==> src/rtl/ov7670_pkg.sv <==
// Shared OV7670 capture definitions: sequencer states, byte order and default frame geometry
// used by the capture, frame-buffer and VGA readout blocks.
package ov7670_pkg;

    typedef enum logic [1:0] {
        IDLE  = 2'd0,
        ARMED = 2'd1,
        FRAME = 2'd2,
        DONE  = 2'd3
    } cap_state_e;

    // The first byte of each RGB565 pair lands in wr_data[15:8].
    localparam bit HI_FIRST = 1'b1;

    localparam int H_PIX_DEF   = 320;
    localparam int V_LINES_DEF = 240;
    localparam int ADDR_W_DEF  = 17;

endpackage

==> src/rtl/ov7670_capture_ctrl_if.sv <==
// Frame-buffer write port: one strobe per pixel with a linear address and RGB565 data.
interface ov7670_capture_ctrl_if #(
    parameter int ADDR_W = 17
);
    logic              wr_en;
    logic [ADDR_W-1:0] wr_addr;
    logic [15:0]       wr_data;

    modport master (output wr_en, wr_addr, wr_data);
    modport slave  (input  wr_en, wr_addr, wr_data);
endinterface

==> src/rtl/ov7670_byte_pair.sv <==
// Pairs consecutive camera bytes into one 16-bit pixel; flags a line that ends on a half pixel.
module ov7670_byte_pair
    import ov7670_pkg::*;
(
    input  logic        pclk,
    input  logic        reset,
    input  logic        clr,
    input  logic        en,
    input  logic        line_end,
    input  logic [7:0]  din,
    output logic        pix_valid,
    output logic [15:0] pix_data,
    output logic        odd_at_end
);

    logic       phase_q, phase_d;
    logic [7:0] hi_q, hi_d;

    always_comb begin
        phase_d = phase_q;
        hi_d    = hi_q;
        if (clr || line_end) begin
            phase_d = 1'b0;
        end else if (en) begin
            phase_d = ~phase_q;
            if (!phase_q) hi_d = din;
        end
    end

    // NOTE: state flops use non-blocking assignments so every flop samples pre-edge values.
    always_ff @(posedge pclk or posedge reset) begin
        if (reset) begin
            phase_q <= 1'b0;
            hi_q    <= '0;
        end else begin
            phase_q <= phase_d;
            hi_q    <= hi_d;
        end
    end

    assign pix_valid  = en & phase_q;
    assign pix_data   = HI_FIRST ? {hi_q, din} : {din, hi_q};
    assign odd_at_end = line_end & phase_q;

endmodule

==> src/rtl/ov7670_capture_ctrl.sv <==
// OV7670 frame-capture sequencer: arms, waits for VSYNC fall, writes RGB565 pixels linearly.
// Define CAPTURE_DECIMATE_EN for 2:1 decimation on both axes.
module ov7670_capture_ctrl
    import ov7670_pkg::*;
#(
    parameter int H_PIX   = H_PIX_DEF,
    parameter int V_LINES = V_LINES_DEF,
    parameter int ADDR_W  = ADDR_W_DEF
)(
    input  logic                  pclk,
    input  logic                  reset,
    input  logic                  vsync,
    input  logic                  href,
    input  logic [7:0]            din,
    input  logic                  cap_start,
    input  logic                  cap_cont,
    input  logic                  cap_abort,
    ov7670_capture_ctrl_if.master fb,
    output logic                  frame_done,
    output logic                  busy,
    output logic                  frame_short,
    output logic                  line_err
);

    localparam int COL_W  = $clog2(H_PIX + 1);
    localparam int LINE_W = $clog2(V_LINES + 1);
`ifdef CAPTURE_DECIMATE_EN
    localparam int STRIDE = H_PIX / 2;
`else
    localparam int STRIDE = H_PIX;
`endif

    logic       vsync_q, vsync_p_q, href_q, href_p_q;
    logic [7:0] din_q;

    cap_state_e        state_q, state_d;
    logic [COL_W-1:0]  col_q, col_d;
    logic [LINE_W-1:0] line_q, line_d;
    logic [ADDR_W-1:0] addr_q, addr_d, base_q, base_d;
    logic              wr_en_q, wr_en_d;
    logic [ADDR_W-1:0] wr_addr_q, wr_addr_d;
    logic [15:0]       wr_data_q, wr_data_d;
    logic              frame_done_q, frame_done_d, busy_q, busy_d;
    logic              frame_short_q, frame_short_d, line_err_q, line_err_d;

    logic        in_frame, vs_fall, vs_rise, hr_fall, line_full, col_ok, base_step;
    logic        pix_valid, odd_at_end;
    logic [15:0] pix_data;

    assign in_frame  = (state_q == FRAME);
    assign vs_fall   = vsync_p_q & ~vsync_q;
    assign vs_rise   = ~vsync_p_q & vsync_q;
    assign hr_fall   = href_p_q & ~href_q;
    assign line_full = hr_fall && (line_q == LINE_W'(V_LINES - 1));

`ifdef CAPTURE_DECIMATE_EN
    assign col_ok    = (col_q < COL_W'(H_PIX)) && !col_q[0] && !line_q[0];
    assign base_step = line_q[0];
`else
    assign col_ok    = (col_q < COL_W'(H_PIX));
    assign base_step = 1'b1;
`endif

    ov7670_byte_pair u_pair (
        .pclk       (pclk),
        .reset      (reset),
        .clr        (!in_frame || cap_abort),
        .en         (in_frame && href_q),
        .line_end   (in_frame && hr_fall),
        .din        (din_q),
        .pix_valid  (pix_valid),
        .pix_data   (pix_data),
        .odd_at_end (odd_at_end)
    );

    always_comb begin
        state_d       = state_q;
        col_d         = col_q;
        line_d        = line_q;
        addr_d        = addr_q;
        base_d        = base_q;
        wr_en_d       = 1'b0;
        wr_addr_d     = wr_addr_q;
        wr_data_d     = wr_data_q;
        frame_short_d = frame_short_q;
        line_err_d    = line_err_q;

        unique case (state_q)
            IDLE: if (cap_start) begin
                state_d       = ARMED;
                frame_short_d = 1'b0;
                line_err_d    = 1'b0;
            end
            ARMED: if (vs_fall) state_d = FRAME;
            FRAME: begin
                if (pix_valid && col_ok) begin
                    wr_en_d   = 1'b1;
                    wr_addr_d = addr_q;
                    wr_data_d = pix_data;
                    addr_d    = addr_q + 1'b1;
                end
                if (pix_valid && (col_q < COL_W'(H_PIX))) col_d = col_q + 1'b1;
                // Jump to the next line base so short lines leave a gap, not a shift.
                if (hr_fall) begin
                    col_d  = '0;
                    line_d = line_q + 1'b1;
                    if (base_step) base_d = base_q + ADDR_W'(STRIDE);
                    addr_d = base_d;
                    if (odd_at_end) line_err_d = 1'b1;
                end
                if (line_full || vs_rise) begin
                    state_d = DONE;
                    if (!line_full) frame_short_d = 1'b1;
                end
            end
            DONE:    state_d = cap_cont ? ARMED : IDLE;
            default: state_d = IDLE;
        endcase

        if (cap_abort) begin
            state_d = IDLE;
            wr_en_d = 1'b0;
        end
        if (state_d != FRAME) begin
            col_d  = '0;
            line_d = '0;
            addr_d = '0;
            base_d = '0;
        end
        frame_done_d = (state_d == DONE);
        busy_d       = (state_d != IDLE);
    end

    always_ff @(posedge pclk or posedge reset) begin
        if (reset) begin
            vsync_q       <= 1'b0;
            vsync_p_q     <= 1'b0;
            href_q        <= 1'b0;
            href_p_q      <= 1'b0;
            din_q         <= '0;
            state_q       <= IDLE;
            col_q         <= '0;
            line_q        <= '0;
            addr_q        <= '0;
            base_q        <= '0;
            wr_en_q       <= 1'b0;
            wr_addr_q     <= '0;
            wr_data_q     <= '0;
            frame_done_q  <= 1'b0;
            busy_q        <= 1'b0;
            frame_short_q <= 1'b0;
            line_err_q    <= 1'b0;
        end else begin
            vsync_q       <= vsync;
            vsync_p_q     <= vsync_q;
            href_q        <= href;
            href_p_q      <= href_q;
            din_q         <= din;
            state_q       <= state_d;
            col_q         <= col_d;
            line_q        <= line_d;
            addr_q        <= addr_d;
            base_q        <= base_d;
            wr_en_q       <= wr_en_d;
            wr_addr_q     <= wr_addr_d;
            wr_data_q     <= wr_data_d;
            frame_done_q  <= frame_done_d;
            busy_q        <= busy_d;
            frame_short_q <= frame_short_d;
            line_err_q    <= line_err_d;
        end
    end

    assign fb.wr_en    = wr_en_q;
    assign fb.wr_addr  = wr_addr_q;
    assign fb.wr_data  = wr_data_q;
    assign frame_done  = frame_done_q;
    assign busy        = busy_q;
    assign frame_short = frame_short_q;
    assign line_err    = line_err_q;

endmodule

==> src/flat_wrapper.sv <==
// flat-port wrapper written by rule: the top's interface ports become plain ports
module ov7670_capture_ctrl_flat import ov7670_pkg::*;
#(
    parameter int H_PIX   = H_PIX_DEF,
    parameter int V_LINES = V_LINES_DEF,
    parameter int ADDR_W  = ADDR_W_DEF
)
  (pclk, reset, vsync, href, din, cap_start, cap_cont, cap_abort, frame_done, busy, frame_short, line_err, fb_wr_en, fb_wr_addr, fb_wr_data);
  ov7670_capture_ctrl_if #(.ADDR_W(ADDR_W)) fb_i ();
  input  logic pclk;
  input  logic reset;
  input  logic vsync;
  input  logic href;
  input  logic [7:0] din;
  input  logic cap_start;
  input  logic cap_cont;
  input  logic cap_abort;
  output logic frame_done;
  output logic busy;
  output logic frame_short;
  output logic line_err;
  output wire logic [$bits(fb_i.wr_en)-1:0] fb_wr_en;
  output wire logic [$bits(fb_i.wr_addr)-1:0] fb_wr_addr;
  output wire logic [$bits(fb_i.wr_data)-1:0] fb_wr_data;
  assign fb_wr_en = fb_i.wr_en;
  assign fb_wr_addr = fb_i.wr_addr;
  assign fb_wr_data = fb_i.wr_data;
  ov7670_capture_ctrl #(.H_PIX(H_PIX), .V_LINES(V_LINES), .ADDR_W(ADDR_W)) u_core (.pclk(pclk), .reset(reset), .vsync(vsync), .href(href), .din(din), .cap_start(cap_start), .cap_cont(cap_cont), .cap_abort(cap_abort), .fb(fb_i), .frame_done(frame_done), .busy(busy), .frame_short(frame_short), .line_err(line_err));
endmodule
==> config.mk <==
export PLATFORM = sky130hd
export DESIGN_NAME = ov7670_capture_ctrl_flat
export DESIGN_NICKNAME = d
export VERILOG_FILES = /design/src/rtl/ov7670_pkg.sv /design/src/rtl/ov7670_capture_ctrl_if.sv /design/src/rtl/ov7670_byte_pair.sv /design/src/rtl/ov7670_capture_ctrl.sv /design/src/flat_wrapper.sv
export SDC_FILE = /design/constraint.sdc
export NUM_CORES = 1
export LEC_CHECK = 0
export CORE_MARGIN = 5
export CORE_UTILIZATION = 41
export CTS_CLUSTER_SIZE = 8
export DETAILED_ROUTE_END_ITERATION = 8
export PLACE_DENSITY = 0.74
export RECOVER_POWER = 100
export SYNTH_ARGS = -nofsm -noshare
export SYNTH_HDL_FRONTEND = slang
export SYNTH_SLANG_ARGS = --single-unit
==> constraint.sdc <==
create_clock -name pclk -period 3.2 [get_ports pclk]
set_input_delay 0.64 -clock pclk [delete_from_list [all_inputs] [get_ports pclk]]
set_output_delay 0.64 -clock pclk [all_outputs]
set_load 0.01 [all_outputs]
==> results of run 1 <==
==> metal layers <==
| layer | track usage | up-vias | share of wire |
|---|---|---|---|
| met4 | 0.0581 | 0 | 0.022 |
| met2 | 0.253 | 94 | 0.51 |
| met3 | 0.0284 | 16 | 0.041 |
| li1 | - | 1711 | - |
| met1 | 0.179 | 1748 | 0.42 |
| met5 | 0 | - | 0 |
==> power by group <==
group	internal, mW	switching [mW]	total, mW
combinational	0.0472	0.0625	0.110
sequential	1.37	0.0208	1.39
clock	0.559	0.493	1.05
total	1.98	0.576	2.55
==> registers in the layout (all words and copies together) (netlist names) <==
signal,count
u_core.addr_q,17
u_core.fb.wr_addr,17
u_core.fb.wr_data,16
u_core.base_q,11
u_core.col_q,9
u_core.din_q,8
u_core.line_q,8
u_core.u_pair.hi_q,8
u_core.state_q,2
u_core.busy,1
u_core.fb.wr_en,1
u_core.frame_done,1
u_core.frame_short,1
u_core.href_p_q,1
u_core.href_q,1
u_core.line_err,1
u_core.u_pair.phase_q,1
u_core.vsync_p_q,1
u_core.vsync_q,1
==> cell type report <==
type                            instances  area, um2  share of cell area
Tap cell                              143        179              0.0314
Clock inverter                          6       50.0             0.00879
Inverter                                4       16.3             0.00286
Timing Repair Buffer                   61        579               0.102
Clock buffer                           10        239              0.0420
Multi-Input combinational cell        351       1980               0.348
Sequential cell                       106       2650               0.466
==> through the flow <==
step	instance area [um2]	worst slack (ps)
floorplan	4790	1290
global placement	5440	796
detailed placement	5440	734
CTS	5730	796
global route	5700	341
finish	5700	527
==> worst register-to-register path: cells and delay by family, from the launching register on <==
family | cells | cell delay [ps]
compound gates | 2 | 950
flops | 1 | 460
simple gates | 3 | 1130
==> worst max-delay path by stage <==
stage                                  to  cells after the start          start
floorplan                u_core.addr_q[0]                      1          reset
global placement         u_core.addr_q[5]                      5      cap_abort
detailed placement  u_core.u_pair.hi_q[1]                      3      cap_abort
CTS                      u_core.addr_q[5]                      5  u_core.href_q
global route             u_core.addr_q[5]                      5  u_core.href_q
finish                   u_core.addr_q[5]                      5  u_core.href_q
==> cells in the mapped netlist, drive strengths merged (2+ instances only) <==
cell	number	area [um2]
and3	6	37.5
a211oi	9	67.6
xnor2	20	175
o22ai	5	31.3
o211ai	2	15.0
a211o	2	17.5
nand4	7	43.8
mux2	8	90.1
a21oi	16	80.1
nor2	52	270
nand3	10	50.1
nand4b	2	17.5
clkbuf	8	30.0
or3	3	18.8
and2	4	25.0
nor3	8	40.0
dfrtp	106	2650
inv	4	15.0
buf	16	103
and4	3	26.3
xor2	16	140
nand2b	3	26.3
o31a	2	17.5
a31oi	4	25.0
mux2i	2	20.0
o21ai	18	90.1
nand2	130	488
nor2b	3	18.8
ha	4	50.1
==> kinds of logic after synthesis <==
logic type                 after synthesis  share of synthesized area
and+or+nand+nor                        239                      0.236
buffers and inverters                   28                     0.0308
DFF                                    106                      0.554
adders and majority gates                4                     0.0104
AOI/OAI and AO/OA                       62                     0.0802
muxes                                   10                     0.0230
xor gates and xnor gates                36                     0.0658
==> results.yml, run 1 <==
global_route:
  grt_pass1_vias: 3574
  antenna_found_initial: 0
  grt_max_degree: 44
  grt_pass1_wl_mm: 17.1
  grt_usage: 0.146
  grt_overflow: 0
sta:
  worst_slew_pin_slew_ps: 1300
  drv_slew: 0
  finalCriticalPeriod_ps: 2670
  rsz0062_at_grt: "false"
  finalSetupTns_ps: 0
  finClkSkew_ps: 10.1
  final_hold_viol_count: 0
  max_slew_margin: 0.132
  finalSetupViolCount: 0
  max_freq_ghz: 0.374
  finalCritPeriodShare: 0.835
  fin_hold_ws_ps: 448
final_layout:
  syn_to_final_growth_pct: 18.9
  fin_util: 0.499
  antenna_cells: 0
  layout.cells.non_filler: 681
  final_common_cell: "nand2_1"
  layout_common_cells: "130 x nand2_1, 106 x dfrtp_1, 51 x dlygate4sd3_1"
  finalNetCount: 552
  drive_gt1_frac: 0.0818
  fillCellCount: 1039
clocking:
  numCtsBuffers: 9
  clk_pin_slew_ps: 70
  cts-resized-gates: 0
  root_buffer: "clkbuf_16"
  clk_latency_ps: 340
  post_cts_buffers: 0
  clkSinkCount: 106
  cts_max_level: 3
  cts_tree: "yes"
  cts_hold_buf: 0
  clockBufferDepth: 2
logic_synthesis:
  yosys_most_used_dff: "dfrtp_1"
  synth.distinct_cells: 48
  synthCells: 485
  netlist_area_um2: 4790
  synth_enable_flop_cells: 0
  synth_seq_cells: 106
  async_reset_ff_frac: 1.00
  avgSynthCellArea_um2: 9.88
  yosys_warnings: 0
  synth-seq-area-share: 0.554
  syn-num-nets: 504
setup_path:
  crit_arrival_ps: 2880
  critPathTopFamily: "simple AND/OR/NAND/NOR gates"
  crit_type: "flop to flop"
  path_cells: "nand2b_1, o31ai_1, o31a_1, nand2b_2, nor2_1"
  reg2regPathDepth: 5
  r2r_slack_ps: 530
  startpoint_type: "flop"
  reg2reg_from: "u_core.href_q"
  worstReg2RegEnd: "u_core.addr_q[5]"
  crit_path_end_kind: "flop"
  required_ps: 3410
  worstPathMaxFanout: 17
  crit_buf_inv: 0
  critPathSlowestCell: "nand2b_2"
  max_stage_delay_ps: 570
placement:
  routabilityCongestion: 0.883
  dp.cells: 665
  port-buffer-count: 52
  dp_hpwl_mm: 7.05
power:
  vdd_ir_drop_max_v: 0.000251
  powerDensity_nw_per_um2: 449
  power_mw: 2.55
  p_leak_nw: 2.62
route:
  drt_iter0_markers: 255
  ant_nets: 0
  dr.pass1.iters: 5
  drt_wl_total_mm: 9.93
  drc: 0
  vias_per_cell: 5.24
  vias: 3569
  avgRoutedWirePerCell_um: 14.6
worst_hold_path:
  min_path_cells: 0
  hold_path.startpoint: "u_core.vsync_q"
  hp-class: "flop to flop"
  min_to: "u_core.vsync_p_q"
floorplanning:
  die_y_um: 118
  die-width_um: 118
  core_area_um2: 11400
  boundaryPins: 53
  die_area_um2: 13900
  start_util: 0.420
  fp-row-count: 39
run:
  max_cap_viol_count: 0
run_status:
  status: "finished, final reports clean"
Note: power is estimated with default switching activity, not from simulation.
==> run 2: changes to the inputs <==
--- a/config.mk
+++ b/config.mk
@@ -9,7 +9,7 @@
 export CORE_UTILIZATION = 41
 export CTS_CLUSTER_SIZE = 8
 export DETAILED_ROUTE_END_ITERATION = 8
-export PLACE_DENSITY = 0.74
+export PLACE_DENSITY = 0.71
 export RECOVER_POWER = 100
 export SYNTH_ARGS = -nofsm -noshare
 export SYNTH_HDL_FRONTEND = slang
==> constraint.sdc (replaced) <==
create_clock -name pclk -period 2.65 [get_ports pclk]
set_input_delay 0.53 -clock pclk [delete_from_list [all_inputs] [get_ports pclk]]
set_output_delay 0.53 -clock pclk [all_outputs]
set_load 0.01 [all_outputs]
==> results.yml, run 2 (synthesis results as in run 1) <==
run_status:
  status: "finished, final reports clean"
route:
  drt_iter0_markers: 348
  drt_wl_total_mm: 9.94
  dr.pass1.iters: 5
  vias: 3508
  ant_nets: 0
  drc: 0
  vias_per_cell: 5.14
  avgRoutedWirePerCell_um: 14.6
placement:
  dp_hpwl_mm: 6.87
  dp.cells: 667
  routabilityCongestion: 0.847
  port-buffer-count: 52
  place_ws_ps: 288
floorplanning:
  die_area_um2: 13900
  fp-row-count: 39
  start_util: 0.420
  boundaryPins: 53
  die_y_um: 118
  die-width_um: 118
  core_area_um2: 11400
clocking:
  numCtsBuffers: 9
  clkSinkCount: 106
  cts_tree: "yes"
  cts_max_level: 3
  clk_latency_ps: 340
  clockBufferDepth: 2
  clk_pin_slew_ps: 70
  post_cts_buffers: 0
  cts_hold_buf: 0
  root_buffer: "clkbuf_16"
  cts-resized-gates: 0
setup_path:
  max_stage_delay_ps: 860
  crit_type: "flop to flop"
  worstReg2RegEnd: "u_core.addr_q[13]"
  crit_path_end_kind: "flop"
  reg2regPathDepth: 4
  required_ps: 2860
  worstPathMaxFanout: 20
  path_cells: "nand4b_1, or2_0, buf_4, a211oi_1"
  r2r_slack_ps: 500
  startpoint_type: "flop"
  reg2reg_from: "u_core.state_q[1]"
  crit_cells: 4
  cp-endpoint: "u_core.addr_q[13]"
  critPathTopFamily: "simple AND/OR/NAND/NOR gates"
  cp-startpoint: "u_core.state_q[1]"
  crit_buf_inv: 1
  critPathSlowestCell: "or2_0"
  crit_arrival_ps: 2360
run:
  max_cap_viol_count: 0
final_layout:
  fillCellCount: 1056
  multiInputGateArea_um2: 1960
  seq_area_um2: 2650
  layout_common_cells: "130 x nand2_1, 106 x dfrtp_1, 50 x dlygate4sd3_1"
  layout.cells.non_filler: 683
  antenna_cells: 0
  finalNetCount: 554
  drive_gt1_frac: 0.0759
  final_common_cell: "nand2_1"
  syn_to_final_growth_pct: 19.0
global_route:
  grt_max_degree: 67
  grt_pass1_vias: 3614
  antenna_found_initial: 0
  grt_overflow: 0
  grt_usage: 0.150
  grt_pass1_wl_mm: 17.5
sta:
  finalCriticalPeriod_ps: 2150
  max_freq_ghz: 0.465
  finClkSkew_ps: 9.57
  max_slew_margin: 0.264
  finalSetupViolCount: 0
  worst_slew_pin_slew_ps: 1100
  drv_slew: 0
  final_hold_viol_count: 0
  fin_hold_ws_ps: 444
  finalCritPeriodShare: 0.811
  rsz0062_at_grt: "false"
  finalSetupTns_ps: 0
  final.setup.worst_slack_ps: 500
worst_hold_path:
  hp-class: "flop to flop"
power:
  power_mw: 3.05
  powerDensity_nw_per_um2: 535
  p_leak_nw: 2.64
  vdd_ir_drop_max_v: 0.000345
[run 2: routing by layer]
| layer | vias up | GRT usage | part of all wire |
|---|---|---|---|
| met1 | 1702 | 0.192 | 0.43 |
| met2 | 75 | 0.250 | 0.51 |
| li1 | 1719 | - | - |
| met5 | - | 0 | 0 |
| met4 | 0 | 0.0624 | 0.016 |
| met3 | 12 | 0.0259 | 0.042 |
[run 2: through the flow]
step | area, um2 | util
2_1_floorplan | 4790 | -
3_3_place_gp | 5470 | 0.479
3_5_place_dp | 5470 | 0.479
4_1_cts | 5750 | 0.503
5_1_grt | 5700 | 0.499
6_report | 5700 | 0.499
[run 2: where the power goes]
part / switching (mW) / total [mW] / internal [mW]
registers: 0.0248 / 1.68 / 1.66
logic: 0.0743 / 0.135 / 0.0606
clock network: 0.570 / 1.23 / 0.664
[run 2: final cells by class]
cell class | count | area share
flip-flops and latches | 106 | 0.465
multi-input cells | 351 | 0.344
repair buffers | 63 | 0.109
clock buffers | 12 | 0.0432
well taps | 143 | 0.0314
clock inverters | 4 | 0.00483
inverters | 4 | 0.00285
[run 2: worst min-delay path by stage]
stage,cells past startpoint,slack (ps),to,start
2_1_floorplan,0,400,u_core.vsync_p_q,u_core.vsync_q
3_3_place_gp,0,430,u_core.vsync_p_q,u_core.vsync_q
3_5_place_dp,0,430,u_core.vsync_p_q,u_core.vsync_q
4_1_cts,0,450,u_core.vsync_p_q,u_core.vsync_q
5_1_grt,0,460,u_core.vsync_p_q,u_core.vsync_q
6_report,0,440,u_core.vsync_p_q,u_core.vsync_q
==> run 3: changes to the inputs <==
--- a/config.mk
+++ b/config.mk
@@ -9,7 +9,7 @@
 export CORE_UTILIZATION = 41
 export CTS_CLUSTER_SIZE = 8
 export DETAILED_ROUTE_END_ITERATION = 8
-export PLACE_DENSITY = 0.71
+export PLACE_DENSITY = 0.74
 export RECOVER_POWER = 100
 export SYNTH_ARGS = -nofsm -noshare
 export SYNTH_HDL_FRONTEND = slang
==> constraint.sdc (replaced) <==
create_clock -name pclk -period 1.9 [get_ports pclk]
set_input_delay 0.38 -clock pclk [delete_from_list [all_inputs] [get_ports pclk]]
set_output_delay 0.38 -clock pclk [all_outputs]
set_load 0.01 [all_outputs]
==> results.yml, run 3 (synthesis results as in run 1) <==
run_status:
  status: "finished, final reports clean"
final_layout:
  layout_common_cells: "130 x nand2_1, 106 x dfrtp_1, 41 x nor2_1, 41 x clkdlybuf4s50_1, 20 x xnor2_1"
  layout.cells.non_filler: 696
  final_common_cell: "nand2_1"
  fillCellCount: 1007
  drive_gt1_frac: 0.118
  syn_to_final_growth_pct: 23.8
  finalNetCount: 567
  antenna_cells: 0
  fin_util: 0.520
  multiInputGateArea_um2: 2020
  seq_area_um2: 2650
placement:
  dp.cells: 676
  port-buffer-count: 52
  routabilityCongestion: 0.850
  dp_hpwl_mm: 7.01
power:
  power.switching_mw: 0.951
  seqPwrFrac: 0.527
  switching_share: 0.214
  power_frac_clock: 0.426
  p_leak_nw: 2.59
  powerDensity_nw_per_um2: 751
  p_int_mw: 3.50
  p_comb_frac: 0.047
  vdd_ir_drop_max_v: 0.000568
route:
  vias: 3604
  drt_wl_total_mm: 10.0
  ant_nets: 0
  dr.pass1.iters: 5
  drc: 0
  vias_per_cell: 5.18
  avgRoutedWirePerCell_um: 14.4
  drt_iter0_markers: 263
clocking:
  numCtsBuffers: 9
  clockBufferDepth: 2
  cts_hold_buf: 0
  clk_latency_ps: 350
  root_buffer: "clkbuf_16"
  cts_tree: "yes"
  clkSinkCount: 106
  cts_max_level: 3
  clk_pin_slew_ps: 70
floorplanning:
  fp-row-count: 39
  die_y_um: 118
  start_util: 0.420
  die-width_um: 118
  core_area_um2: 11400
  die_area_um2: 13900
  boundaryPins: 53
setup_path:
  startpoint_type: "flop"
  worstPathMaxFanout: 18
  crit_type: "flop to flop"
  crit_path_end_kind: "flop"
  crit_arrival_ps: 2080
  required_ps: 2160
global_route:
  grt_max_degree: 68
  grt_overflow: 0
  grt_pass1_wl_mm: 17.4
  antenna_found_initial: 0
  grt_pass1_vias: 3595
  grt_usage: 0.150
sta:
  finalSetupViolCount: 0
  final_hold_viol_count: 0
  worst_slew_pin_slew_ps: 786
  max_slew_margin: 0.476
  finalCriticalPeriod_ps: 1820
  drv_slew: 0
  finalCritPeriodShare: 0.958
  rsz0062_at_grt: "true"
  max_freq_ghz: 0.549
  finClkSkew_ps: 10.8
run:
  max_cap_viol_count: 0
worst_hold_path:
  hp-class: "input port to asynchronous set/reset pin"
## run 3: power by group through the flow
stage	Clock [mW]	Combinational, mW	Sequential [mW]
after floorplan	0	0.128	2.38
after global placement	0	0.203	2.39
after detailed placement	0	0.209	2.39
after CTS	1.93	0.216	2.35
after global routing	2.04	0.232	2.36
final	1.90	0.207	2.35
## run 3: area by class of cell
| cell class | instances | area share |
|---|---|---|
| Clock buffer | 12 | 0.0432 |
| Clock inverter | 4 | 0.00844 |
| Inverter | 4 | 0.00274 |
| Multi-Input combinational cell | 351 | 0.341 |
| Sequential cell | 106 | 0.447 |
| Tap cell | 143 | 0.0302 |
| Timing Repair Buffer | 76 | 0.128 |
## run 3: critical path, stage by stage (launching register included)
cell and delay [ps]:
dfrtp_1 410, ha_1 220, nand3_1 150, o31ai_4 100, o31a_1 350, buf_4 160
buf_12 140, a211oi_2 190
## run 3: layer usage
metal | part of all wire | track usage
met5 | 0 | 0
met4 | 0.019 | 0.0652
met3 | 0.040 | 0.0322
met2 | 0.51 | 0.251
met1 | 0.43 | 0.187
## run 3: timing repair
item,in CTS,in global routing
hold endpoints to repair,0,0
endpoints found under the setup margin,1,27
buffers inserted,3,1
resized for setup,0,5
pin swaps,0,1
## run 3: worst paths after layout
path                                  start                    to  slack, ps  cells past startpoint
hold reg to reg              u_core.vsync_q      u_core.vsync_p_q        450                      0
setup reg to reg           u_core.line_q[0]      u_core.addr_q[0]         80                      7
setup / recovery           u_core.line_q[0]      u_core.addr_q[0]         80                      7
max in group asynchronous             reset  u_core.fb.wr_data[2]        400                      3
hold / removal                        reset  u_core.fb.wr_data[7]        450                      2
min in group pclk            u_core.vsync_q      u_core.vsync_p_q        450                      0
## run 3: through the flow
stage / power [mW] / hold WS, ps / instance area [um2] / worst slack, ps / TNS, ps
floorplan: 2.51 / 401 / 4790 / 187 / 0
global placement: 2.59 / 423 / 5550 / -125 / -1570
detailed placement: 2.60 / 439 / 5550 / -145 / -3340
CTS: 4.50 / 297 / 5910 / 66.9 / 0
global route: 4.62 / 468 / 5930 / -3.74 / -4.26
finish: 4.45 / 449 / 5930 / 79.6 / 0
